### src/rtl/my6502_pkg.sv
// Constants and encodings shared across the 6502 video subsystem.
package my6502_pkg;

    localparam int VRAM_ADDR_W = 13;
    localparam int VRAM_DATA_W = 8;

    typedef enum logic [1:0] {
        C_IDLE = 2'd0,
        C_WAIT = 2'd1,
        C_DATA = 2'd2,
        C_ACK  = 2'd3
    } cpu_state_t;

endpackage

### src/rtl/vram_arbiter.sv
// Per-cycle grant between VGA fetch (priority, fixed latency) and CPU req/ack
// access to the single-port VRAM, with a wait limit that forces the CPU through.
//
// state  | meaning
// C_IDLE | no CPU access in flight; a new cpu_req may issue directly or be latched
// C_WAIT | request latched, losing to video; wait counter runs
// C_DATA | CPU access issued last cycle; ram_rdata is valid now
// C_ACK  | cpu_ack high; cpu_req ignored
module vram_arbiter
    import my6502_pkg::*;
#(
    parameter int ADDR_W   = VRAM_ADDR_W,
    parameter int DATA_W   = VRAM_DATA_W,
    parameter int MAX_WAIT = 8
) (
    input  logic              clk,
    input  logic              rst,
    input  logic              vid_req,
    input  logic [ADDR_W-1:0] vid_addr,
    output logic [DATA_W-1:0] vid_data,
    output logic              vid_valid,
    output logic              vid_miss,
    input  logic              cpu_req,
    input  logic              cpu_we,
    input  logic [ADDR_W-1:0] cpu_addr,
    input  logic [DATA_W-1:0] cpu_wdata,
    output logic [DATA_W-1:0] cpu_rdata,
    output logic              cpu_ack,
    output logic [ADDR_W-1:0] ram_addr,
    output logic              ram_we,
    output logic [DATA_W-1:0] ram_wdata,
    input  logic [DATA_W-1:0] ram_rdata
);

    localparam int CNT_W = $clog2(MAX_WAIT + 1);
    localparam logic [CNT_W-1:0] WAIT_LIMIT = CNT_W'(MAX_WAIT);

    cpu_state_t        state, state_nxt;
    logic [CNT_W-1:0]  wait_cnt, wait_cnt_nxt;
    logic [ADDR_W-1:0] lat_addr;
    logic              lat_we;
    logic [DATA_W-1:0] lat_wdata;
    logic              lat_load;
    logic              forced, cpu_issue, grant_cpu, grant_vid, vid_drop;
    logic              tag_q;

    always_comb begin
        forced    = (state == C_WAIT) && (wait_cnt == WAIT_LIMIT);
        cpu_issue = ((state == C_IDLE) && cpu_req) || (state == C_WAIT);
        grant_cpu = forced || (cpu_issue && !vid_req);
        grant_vid = vid_req && !forced;
        vid_drop  = vid_req && forced;
    end

    // From C_IDLE the CPU bus is passed straight through so an uncontended
    // access issues in the same cycle it is seen.
    always_comb begin
        ram_addr  = vid_addr;
        ram_we    = 1'b0;
        ram_wdata = lat_wdata;
        if (grant_cpu) begin
            if (state == C_IDLE) begin
                ram_addr  = cpu_addr;
                ram_we    = cpu_we && !rst;
                ram_wdata = cpu_wdata;
            end else begin
                ram_addr  = lat_addr;
                ram_we    = lat_we && !rst;
                ram_wdata = lat_wdata;
            end
        end
    end

    always_comb begin
        state_nxt    = state;
        wait_cnt_nxt = wait_cnt;
        lat_load     = 1'b0;
        case (state)
            C_IDLE: begin
                if (cpu_req) begin
                    lat_load = 1'b1;
                    if (grant_cpu) begin
                        state_nxt = C_DATA;
                    end else begin
                        state_nxt    = C_WAIT;
                        wait_cnt_nxt = '0;
                    end
                end
            end
            C_WAIT: begin
                if (grant_cpu) begin
                    state_nxt    = C_DATA;
                    wait_cnt_nxt = '0;
                end else if (wait_cnt != WAIT_LIMIT) begin
                    wait_cnt_nxt = wait_cnt + 1'b1;
                end
            end
            C_DATA:  state_nxt = C_ACK;
            C_ACK:   state_nxt = C_IDLE;
            default: state_nxt = C_IDLE;
        endcase
    end

    always_ff @(posedge clk or posedge rst) begin
        if (rst) begin
            state     <= C_IDLE;
            wait_cnt  <= '0;
            lat_addr  <= '0;
            lat_we    <= 1'b0;
            lat_wdata <= '0;
            cpu_ack   <= 1'b0;
            cpu_rdata <= '0;
        end else begin
            state    <= state_nxt;
            wait_cnt <= wait_cnt_nxt;
            if (lat_load) begin
                lat_addr  <= cpu_addr;
                lat_we    <= cpu_we;
                lat_wdata <= cpu_wdata;
            end
            cpu_ack <= (state == C_DATA);
            if ((state == C_DATA) && !lat_we) begin
                cpu_rdata <= ram_rdata;
            end
        end
    end

    // Two-stage tag: grant -> ram_rdata capture -> vid_valid.
    always_ff @(posedge clk or posedge rst) begin
        if (rst) begin
            tag_q     <= 1'b0;
            vid_valid <= 1'b0;
            vid_data  <= '0;
            vid_miss  <= 1'b0;
        end else begin
            tag_q     <= grant_vid;
            vid_valid <= tag_q;
            if (tag_q) begin
                vid_data <= ram_rdata;
            end
            if (vid_drop) begin
                vid_miss <= 1'b1;
            end
        end
    end

endmodule
### config.mk
export PLATFORM = sky130hd
export DESIGN_NAME = vram_arbiter
export DESIGN_NICKNAME = d
export VERILOG_FILES = /design/src/rtl/my6502_pkg.sv /design/src/rtl/vram_arbiter.sv
export SDC_FILE = /design/constraint.sdc
export NUM_CORES = 1
export LEC_CHECK = 0
export ABC_AREA = 1
export CORE_ASPECT_RATIO = 2
export CORE_MARGIN = 1.5
export CORE_UTILIZATION = 40
export CTS_CLUSTER_SIZE = 28
export DETAILED_ROUTE_END_ITERATION = 8
export DONT_BUFFER_PORTS = 1
export PLACE_DENSITY_LB_ADDON = 0.05
export SLEW_MARGIN = 40
export SYNTH_ARGS = -nofsm -noshare
export SYNTH_HDL_FRONTEND = slang
export SYNTH_SLANG_ARGS = --single-unit
### constraint.sdc
create_clock -name clk -period 1.95 [get_ports clk]
set_clock_uncertainty 0.05 [all_clocks]
set_input_delay 0.2925 -clock clk [delete_from_list [all_inputs] [get_ports clk]]
set_output_delay 0.2925 -clock clk [all_outputs]
set_load 0.01 [all_outputs]
[After elaboration in Yosys (flattened, before gate mapping)]
Cells that the tools add are included.
Word-level totals
  bits in registers: 48
  bits in latches: 0
  RAM bits: 0
  ROM bits: 0
  input bits: 47
  output and inout bits: 41
  memories: 0
Operators by class
  add/subtract/negate cells: 1
  $mul: 0
  div/mod/pow operators: 0
  order comparisons: 0
  eq/ne operators: 9
  shifts and indexed selects: 0
  multiplexer cells: 17
  bitwise logic cells: 0
  reductions and logical operators: 18
Operator list (number)
  13-bit 2-to-1 mux: 2
  4-bit 2-to-1 mux: 4
  8-bit 2-to-1 mux: 2
  1-bit logical AND: 8
  2-bit case mux with 4 select lines: 1
  4-bit case mux with 2 select lines: 1
  2-bit 2-to-1 mux: 3
  2-bit != test (second input constant): 3
  4-bit by 1-bit adder with 4-bit output (second input constant): 1
  2-bit equality test (second input constant): 2
  4-bit equality test (second input constant): 1
  1-bit logical NOT: 4
  1-bit 2-to-1 mux: 4
  4-bit != test (second input constant): 1
  4-bit AND reduction: 1
  3-bit by 2-bit != test with 1-bit output (second input constant): 1
  2-bit by 1-bit equality test with 1-bit output (second input constant): 1
  2-bit logical NOT: 1
  1-bit logical OR: 2
  2-bit AND reduction: 1
  2-bit nonzero test: 1

[Logic depth before layout (Yosys ltp)]
Gate-level depths: netlist (run 1).
  depth in word-level cells: 8
  depth in mapped cells: 10

[Least setup slack after synthesis (run 1)]
Ideal clock, no wire load.
  kind: register to output
  from: register state[0]
  to: output port ram_we
  data arrival time: 1.444 ns
  path slack: 0.164 ns
  cell stages (with the launch flop): 10
  cell sequence: dfrtp_1 > inv_1 > ha_1 > nand2_2 > nand2_1 > nand2_2 > nand2_4 > inv_2 > buf_2 > nor3_2
Between the ends
  cells in the longest elaborated chain, start to end: 6
  elaborated cells on any way between the ends: 9
  those cells by class: 1 x eq/ne; 2 x mux; 6 x reduce/logical
Ends and longest elaborated chain
  start, declared: RTL line vram_arbiter.sv:38  | cpu_state_t state, state_nxt;
  start signal, assigned: RTL line vram_arbiter.sv:114  | state <= state_nxt;
  2-bit logical NOT: RTL line vram_arbiter.sv:49, vram_arbiter.sv:62
  1-bit logical AND: RTL line vram_arbiter.sv:49  | cpu_issue = ((state == C_IDLE) && cpu_req) || (state == C_WAIT);
  1-bit logical OR: RTL line vram_arbiter.sv:49
  1-bit logical AND: RTL line vram_arbiter.sv:50  | grant_cpu = forced || (cpu_issue && !vid_req);
  1-bit logical OR: RTL line vram_arbiter.sv:50
  1-bit 2-to-1 mux (*): RTL line vram_arbiter.sv:61  | if (grant_cpu) begin
  end, declared: RTL line vram_arbiter.sv:30  | output logic ram_we,
Every way passes the cells marked *; elsewhere a longest branch is shown, timed or not.

[Worst setup path in the final report (run 1)]
  from: register state[1]
  to: output port ram_addr[0]
Between the ends
  cells in the longest elaborated chain, start to end: 6
  elaborated cells on any way between the ends: 9
  those cells by class: 1 x eq/ne; 2 x mux; 6 x reduce/logical
Ends and longest elaborated chain
  2-bit logical NOT: RTL line vram_arbiter.sv:49, vram_arbiter.sv:62
  1-bit logical AND: RTL line vram_arbiter.sv:49
  1-bit logical OR: RTL line vram_arbiter.sv:49
  1-bit logical AND: RTL line vram_arbiter.sv:50
  1-bit logical OR: RTL line vram_arbiter.sv:50
  13-bit 2-to-1 mux (*): RTL line vram_arbiter.sv:61
  end, declared: RTL line vram_arbiter.sv:29  | output logic [ADDR_W-1:0] ram_addr,
Marks and branches as above.

==> impl_results.md, run 1 <==
- Worst VDD drop: 0.983 mV
- Origin of the critical flop-to-flop path: state[1]$_DFFE_PP0P_
- Ant. Diodes: 0
- Worst Setup Start Kind: flip-flop
- Gate count of the mapped netlist: 321
- Largest net degree at the start of global routing: 49
- CTS tree: built
- Num CTS Buffers: 5
- Fmax: 494 MHz
- First-pass GRT wire length: 9380 um
- Period utilization: 104%
- Detailed Place HPWL: 3930 um
- Top cells by area, synth: dfrtp_1 49%, nand2_1 17%, o21ai_0 9.6%, inv_1 7.0%, ha_1 3.1%
- Max-slew violation count: 0
- Overflow after GRT: 0
- Final setup viols: 21
- Non-filler instance count after layout: 403
- Crit path depth: 9
- Clock Path Buffers: 2
- Arr. time, crit path: 1680 ps
- Ranking of synthesized cells by instance count: 109 x nand2_1, 48 x dfrtp_1, 47 x o21ai_0
- Antenna Nets Post-Route: 0
- Crit path max-delay family: buffers and inverters
- Violated checks: negative hold slack, negative setup slack
- Remaining DRCs: 0
- Syn nets: 374
- 1st-iter DRT viols: 53
- Routed WL: 5800 um
- Core Util, Final: 52.8%
- Row cnt: 40
- Fin area: 0.00314 mm^2
- Main combinational cell family by area after synthesis: simple AND/OR/NAND/NOR gates
- CTS Sinks: 48
- Post-synthesis xor/xnor area fraction: 0%
- Crit Reg-Reg Endpoint: wait_cnt[2]$_DFFE_PP0P_
- DR WL/cell: 14.4 um
- Adder-Cell Fraction of Synth Area: 3.05%
- Vias in the first global route: 1990
- Max-cap violations: 0
- Kind of critical path: reg -> out
- Synth unique cells: 20
- Most common cell in the synthesized netlist: nand2_1
- Mapped cell area: 0.00246 mm^2
- Worst-skew pair later-pin latency: 290 ps
- I/O Buffers: 0
- CP max-delay cell: dfrtp_1
- EDFF count, synth: 0
- H-Tree Depth: 2
- Initial DRT Pass Iterations: 4
- Die W: 58.4 um
- Reg2reg setup slack: 210 ps
- Delay of the slowest critical-path stage: 390 ps
- Crit path cell chain: inv_2 > ha_4 > nand2_2 > inv_2 > nand2_4 > nand2_8 > clkinv_8 > o21ai_1 > buf_4
- DP Area: 0.00253 mm^2
- Register-to-Register Path Depth: 11
- Setup TNS: -719 ps
- Initial antenna violation count: 0
- Register area share after synthesis: 48.9%
- Setup slack after layout: -74.3 ps
- Placer congestion estimate: 0.776
- Die area: 0.00665 mm^2
- Rel. slew slack: 60.0%
- Total track usage: 18.7%
- Largest area contributor in the netlist: dfrtp_1
- Place WS: 111 ps
- Power Density: 1560 mW/mm^2
- Mux cell area share after synthesis: 0%
- Area grow syn2layout: 27.9%
- Warnings, synthesis: 0
- Multi-input logic area: 0.00128 mm^2
- Worst slew pin tran: 600 ps
- Layout Nets: 392
- Crit path time final: 2020 ps
- Die height: 114 um
- Asr flop ratio synth: 100%
- Max FO, Critical Path: 8
- Predominant post-synthesis flop cell: dfrtp_1
- Clk slew on worst S/H paths: 60 ps
- Number of placed instances, taps included: 378
- RSZ-0062 raised after global routing: true
- Kind of end point of the critical path: output port
- Storage element area: 0.00120 mm^2
- Synthesis-stage register bit count: 48
- Buffers plus inverters on the worst setup path: 4
- Vias per cell: 5.08
- Outcome: finished with violations
- Power, Total: 4.89 mW
- FILL cells: 581
- Yosys top cell area share: 48.9%
- Static Leak: 1.61 nW
- Worst hold path type: in -> async
- Share of layout cells above drive strength 1: 25.6%
- Hold_buf cts: 0
- Post-synthesis simple-gate area fraction: 23.6%
- Syn Area/Cell: 7.66 um^2
- Final hold slack: -13.0 ps
- Final Hold Fails: 17
- CTS root buf: clkbuf_16
- DR vias: 2047
- CORE AREA: 0.00596 mm^2
- CP required: 1610 ps
- Compound-Gate Fraction of Synth Area: 14.6%
- CP most frequent cell: inv_2
- Ports: 88
- Initial core utilization: 41.3%
-- timing repair --
action,in CTS,in global routing
hold endpoints to repair,0,0
cloned,3,0
pin swaps,17,6
setup buffers,9,5
setup endpoints to repair,22,22
resized for setup,67,9
-- final cells by class --
type	instances	share of cell area (%)
Multi-Input combinational cell	213	40.7
Sequential cell	48	38.2
Timing Repair Buffer	23	6.65
Inverter	47	6.01
Clock buffer	6	4.42
Tap cell	63	2.51
Clock inverter	2	1.23
Timing Repair inverter	1	0.199
-- registers in the layout, indices dropped and copies added (netlist names) --
| name | cells |
|---|---|
| tag_q | 1 |
| cpu_rdata | 8 |
| state | 2 |
| wait_cnt | 4 |
| lat_we | 1 |
| vid_valid | 1 |
| cpu_ack | 1 |
| vid_data | 8 |
| lat_wdata | 8 |
| vid_miss | 1 |
| lat_addr | 13 |
-- where the power goes --
part           internal (mW)  switching (mW)
clock                  0.642           0.366
combinational          0.885            1.40
sequential              1.36           0.242
total                   2.89            2.01
-- routing by layer --
layer,part of all wire (%),global-route usage (%),vias to the layer above
met5,0,0,-
met4,1.7,6.98,0
met3,5.5,4.76,5
met2,56,34.2,60
met1,37,19.7,953
li1,-,-,1029
-- cells in the final DEF, fill, tap and decap left out, types with 5 or more instances in the layout --
cell type and instances:
a21oi_1 9, buf_4 20, clkbuf_16 5, dfrtp_1 48
inv_1 40, inv_2 6, nand2_1 80, nand2_2 19
nand2_4 13, nand3_1 8, nor2_1 13, o21ai_0 43
o21ai_4 8
-- how the worst max path moves through the flow --
stage                               startpoint     endpoint  slack (ps)
final                     state[1]$_DFFE_PP0P_  ram_addr[0]         -70
after global routing      state[0]$_DFFE_PP0P_  ram_addr[0]        -140
after CTS                 state[0]$_DFFE_PP0P_  ram_addr[0]         -80
after detailed placement  state[0]$_DFFE_PP0P_  ram_addr[0]         110
after global placement    state[0]$_DFFE_PP0P_  ram_addr[0]         150
after floorplan           state[0]$_DFFE_PP0P_       ram_we         160
-- cells by family after synthesis --
| kind of cell | after synthesis |
|---|---|
| simple gates | 141 |
| buf+inv | 61 |
| flops | 48 |
| compound gates | 65 |
| fa+ha+maj | 6 |
(Power assumes the default switching activity.)
==> run 2, diff against run 1 <==
--- a/config.mk
+++ b/config.mk
@@ -12,6 +12,7 @@
 export CTS_CLUSTER_SIZE = 28
 export DETAILED_ROUTE_END_ITERATION = 8
 export DONT_BUFFER_PORTS = 1
+export GPL_ROUTABILITY_DRIVEN = 0
 export PLACE_DENSITY_LB_ADDON = 0.05
 export SLEW_MARGIN = 40
 export SYNTH_ARGS = -nofsm -noshare
==> results of run 2 <==
Final layout, timing and power as in run 1 (identical DEF).
==> run 3, diff against run 2 <==
--- a/config.mk
+++ b/config.mk
@@ -5,7 +5,6 @@
 export SDC_FILE = /design/constraint.sdc
 export NUM_CORES = 1
 export LEC_CHECK = 0
-export ABC_AREA = 1
 export CORE_ASPECT_RATIO = 2
 export CORE_MARGIN = 1.5
 export CORE_UTILIZATION = 40
@@ -14,6 +13,7 @@
 export DONT_BUFFER_PORTS = 1
 export GPL_ROUTABILITY_DRIVEN = 0
 export PLACE_DENSITY_LB_ADDON = 0.05
+export SKIP_CTS_REPAIR_TIMING = 1
 export SLEW_MARGIN = 40
 export SYNTH_ARGS = -nofsm -noshare
 export SYNTH_HDL_FRONTEND = slang
==> run 3 against run 2 <==
Effect of this change: the run ends with negative setup slack left; core utilization is 2.6 points lower; via count fell by 28%; sequential share of layout area is 2.0 points higher; synthesized cell count down 45%; cell area fell by 5.0%; critical path depth decreased by 4; area after synthesis grew 0.36%; clock power about the same; fmax fell by 4.5%; sequential power increased by 4%.
==> impl_results.md, run 3 <==
- Die area: 0.00667 mm^2
- Die W: 58.5 um
- Initial antenna violation count: 0
- Max FO, Critical Path: 8
- Asr flop ratio synth: 100%
- First-pass GRT wire length: 7470 um
- Mapped cell area: 0.00247 mm^2
- Setup TNS: -3340 ps
- Fmax: 472 MHz
- NetSw: 1.53 mW
- FILL cells: 525
- Overflow after GRT: 0
- CP required: 1610 ps
- Share of layout cells above drive strength 1: 57.0%
- Syn nets: 229
- EDFF count, synth: 0
- Place WS: -1.79 ps
- Register area share after synthesis: 48.7%
- Commonest non-fill, non-tap cell in the layout: mux2_2
- Layout Nets: 245
- Synthesis-stage register bit count: 48
- Worst Setup Start Kind: flip-flop
- CTS tree: built
- Worst slew pin tran: 609 ps
- Max-cap violations: 0
- Reg2reg setup slack: 120 ps
- Setup slack after layout: -170 ps
- Logic pwr share: 45.2%
- Initial core utilization: 41.4%
- Clk pwr share: 20.6%
- Total track usage: 14.9%
- Initial DRT Pass Iterations: 3
- Antenna Nets Post-Route: 0
- Compound-Gate Fraction of Synth Area: 5.18%
- Final setup viols: 22
- Outcome: finished with violations
- Kind of critical path: reg -> out
- Ranking of synthesized cells by instance count: 71 x mux2_2, 48 x dfrtp_1, 6 x ha_1, 6 x inv_1
- Adder-Cell Fraction of Synth Area: 3.04%
- Post-synthesis simple-gate area fraction: 5.94%
- Worst VDD drop: 0.683 mV
- Origin of the critical flop-to-flop path: state[1]$_DFFE_PP0P_
- Largest register FFs: 13
- 1st-iter DRT viols: 12
- Crit path time final: 2120 ps
- Clk slew on worst S/H paths: 70 ps
- Main combinational cell family by area after synthesis: multiplexers
- DP Area: 0.00262 mm^2
- Fin area: 0.00299 mm^2
- CTS root buf: clkbuf_16
- Core Util, Final: 50.1%
- Final Hold Fails: 0
- Rel. slew slack: 59.4%
- Predominant post-synthesis flop cell: dfrtp_1
- Ant. Diodes: 0
- Sw Share: 31.4%
- Ports: 88
- Synth unique cells: 35
- Worst hold path type: in -> async
- Num CTS Buffers: 5
- Die height: 114 um
- Register-to-Register Path Depth: 6
- CORE AREA: 0.00596 mm^2
- Power Density: 1630 mW/mm^2
- Violated checks: negative setup slack
- Top cells by area, synth: dfrtp_1 49%, mux2_2 32%, ha_1 3.0%, buf_6 1.4%, mux2_4 1.2%
- Arr. time, crit path: 1780 ps
- Largest net degree at the start of global routing: 49
- Largest Register: lat_addr
- RSZ-0062 raised after global routing: true
- Row cnt: 40
- Kind of end point of the critical path: output port
- Mux cell area share after synthesis: 34.1%
- Period utilization: 109%
- Most frequent cells in the layout: 52 x mux2_2, 48 x dfrtp_1, 21 x mux2_4
- Warnings, synthesis: 0
- Syn Area/Cell: 14.0 um^2
- CTS Sinks: 48
- Critical path startpoint: state[0]$_DFFE_PP0P_
- Vias per cell: 5.76
- Max-slew violation count: 0
- Most common cell in the synthesized netlist: mux2_2
- DR vias: 1475
- Detailed Place HPWL: 3590 um
- H-Tree Depth: 2
- Worst-skew pair later-pin latency: 280 ps
- Yosys top cell area share: 48.7%
- Largest area contributor in the netlist: dfrtp_1
- Seq pwr share: 34.3%
- Static Leak: 1.33 nW
- Remaining DRCs: 0
- I/O Buffers: 0
- Final hold slack: 64.0 ps
- Gate count of the mapped netlist: 176
- Clock Path Buffers: 2
- Pint: 3.34 mW
- Vias in the first global route: 1617
- Area grow syn2layout: 21.1%
- Crit Reg-Reg Endpoint: wait_cnt[1]$_DFFE_PP0P_
- Routed WL: 5030 um
- Post-synthesis xor/xnor area fraction: 0%
- DR WL/cell: 19.7 um
## run 3: cell types whose count changed after synthesis, moves of 3 or more
cell      before  now
nand2_1      109    2
mux2_2         0   71
o21ai_0       47    0
inv_1         46    6
nor2_1        13    2
a21oi_1        9    2
clkbuf_1       8    1
nand3_1        8    1
o21ai_2        8    1
nand2_2        3    0
nor4_1         0    3
## run 3: layout make-up
type	instances	area (um^2)	area share, %
well taps	63	78.8	2.64
flip-flops and latches	48	1200	40.2
inverters	6	26.3	0.880
multi-input cells	115	1310	44.0
repair buffers	16	188	6.29
clock inverters	2	38.8	1.30
clock buffers	6	139	4.65
## run 3: how the worst max path moves through the flow
stage | slack, ps | cells past startpoint | endpoint
6_report | -170 | 5 | ram_wdata[4]
5_1_grt | -240 | 6 | ram_addr[10]
4_1_cts | -320 | 5 | ram_wdata[4]
3_5_place_dp | -2 | 5 | ram_wdata[4]
3_3_place_gp | 40 | 5 | ram_wdata[4]
2_1_floorplan | 70 | 6 | ram_addr[0]
## run 3: routing by layer
metal | share of wire, % | track usage, %
met1 | 35 | 14.7
met2 | 58 | 28.5
met5 | 0 | 0
met3 | 6.2 | 3.29
met4 | 1.5 | 5.58
## run 3: power by group through the flow
stage / clock [mW] / combinational [mW] / sequential, mW
floorplan: 0 / 1.51 / 1.61
global placement: 0 / 1.82 / 1.65
detailed placement: 0 / 1.87 / 1.68
CTS: 1.03 / 1.88 / 1.66
global route: 1.08 / 2.38 / 1.71
finish: 1.00 / 2.20 / 1.67
## run 3: critical path, stage by stage, from the launching register on
cell,delay (ps)
dfrtp_1,420
ha_4,210
o21ba_4,220
o21ai_4,160
buf_12,150
mux2_4,330
## run 3: through the flow
| stage | instances | power, mW |
|---|---|---|
| after CTS | 251 | 4.58 |
| after floorplan | 176 | 3.12 |
| after global placement | 243 | 3.47 |
| final | 256 | 4.86 |
| after global routing | 256 | 5.17 |
| after detailed placement | 243 | 3.55 |
## run 3: cells by family after synthesis
logic type | after synthesis
AOI/OAI and AO/OA | 14
adders and majority gates | 6
buffers and inverters | 13
DFF | 48
muxes | 74
and+or+nand+nor | 21
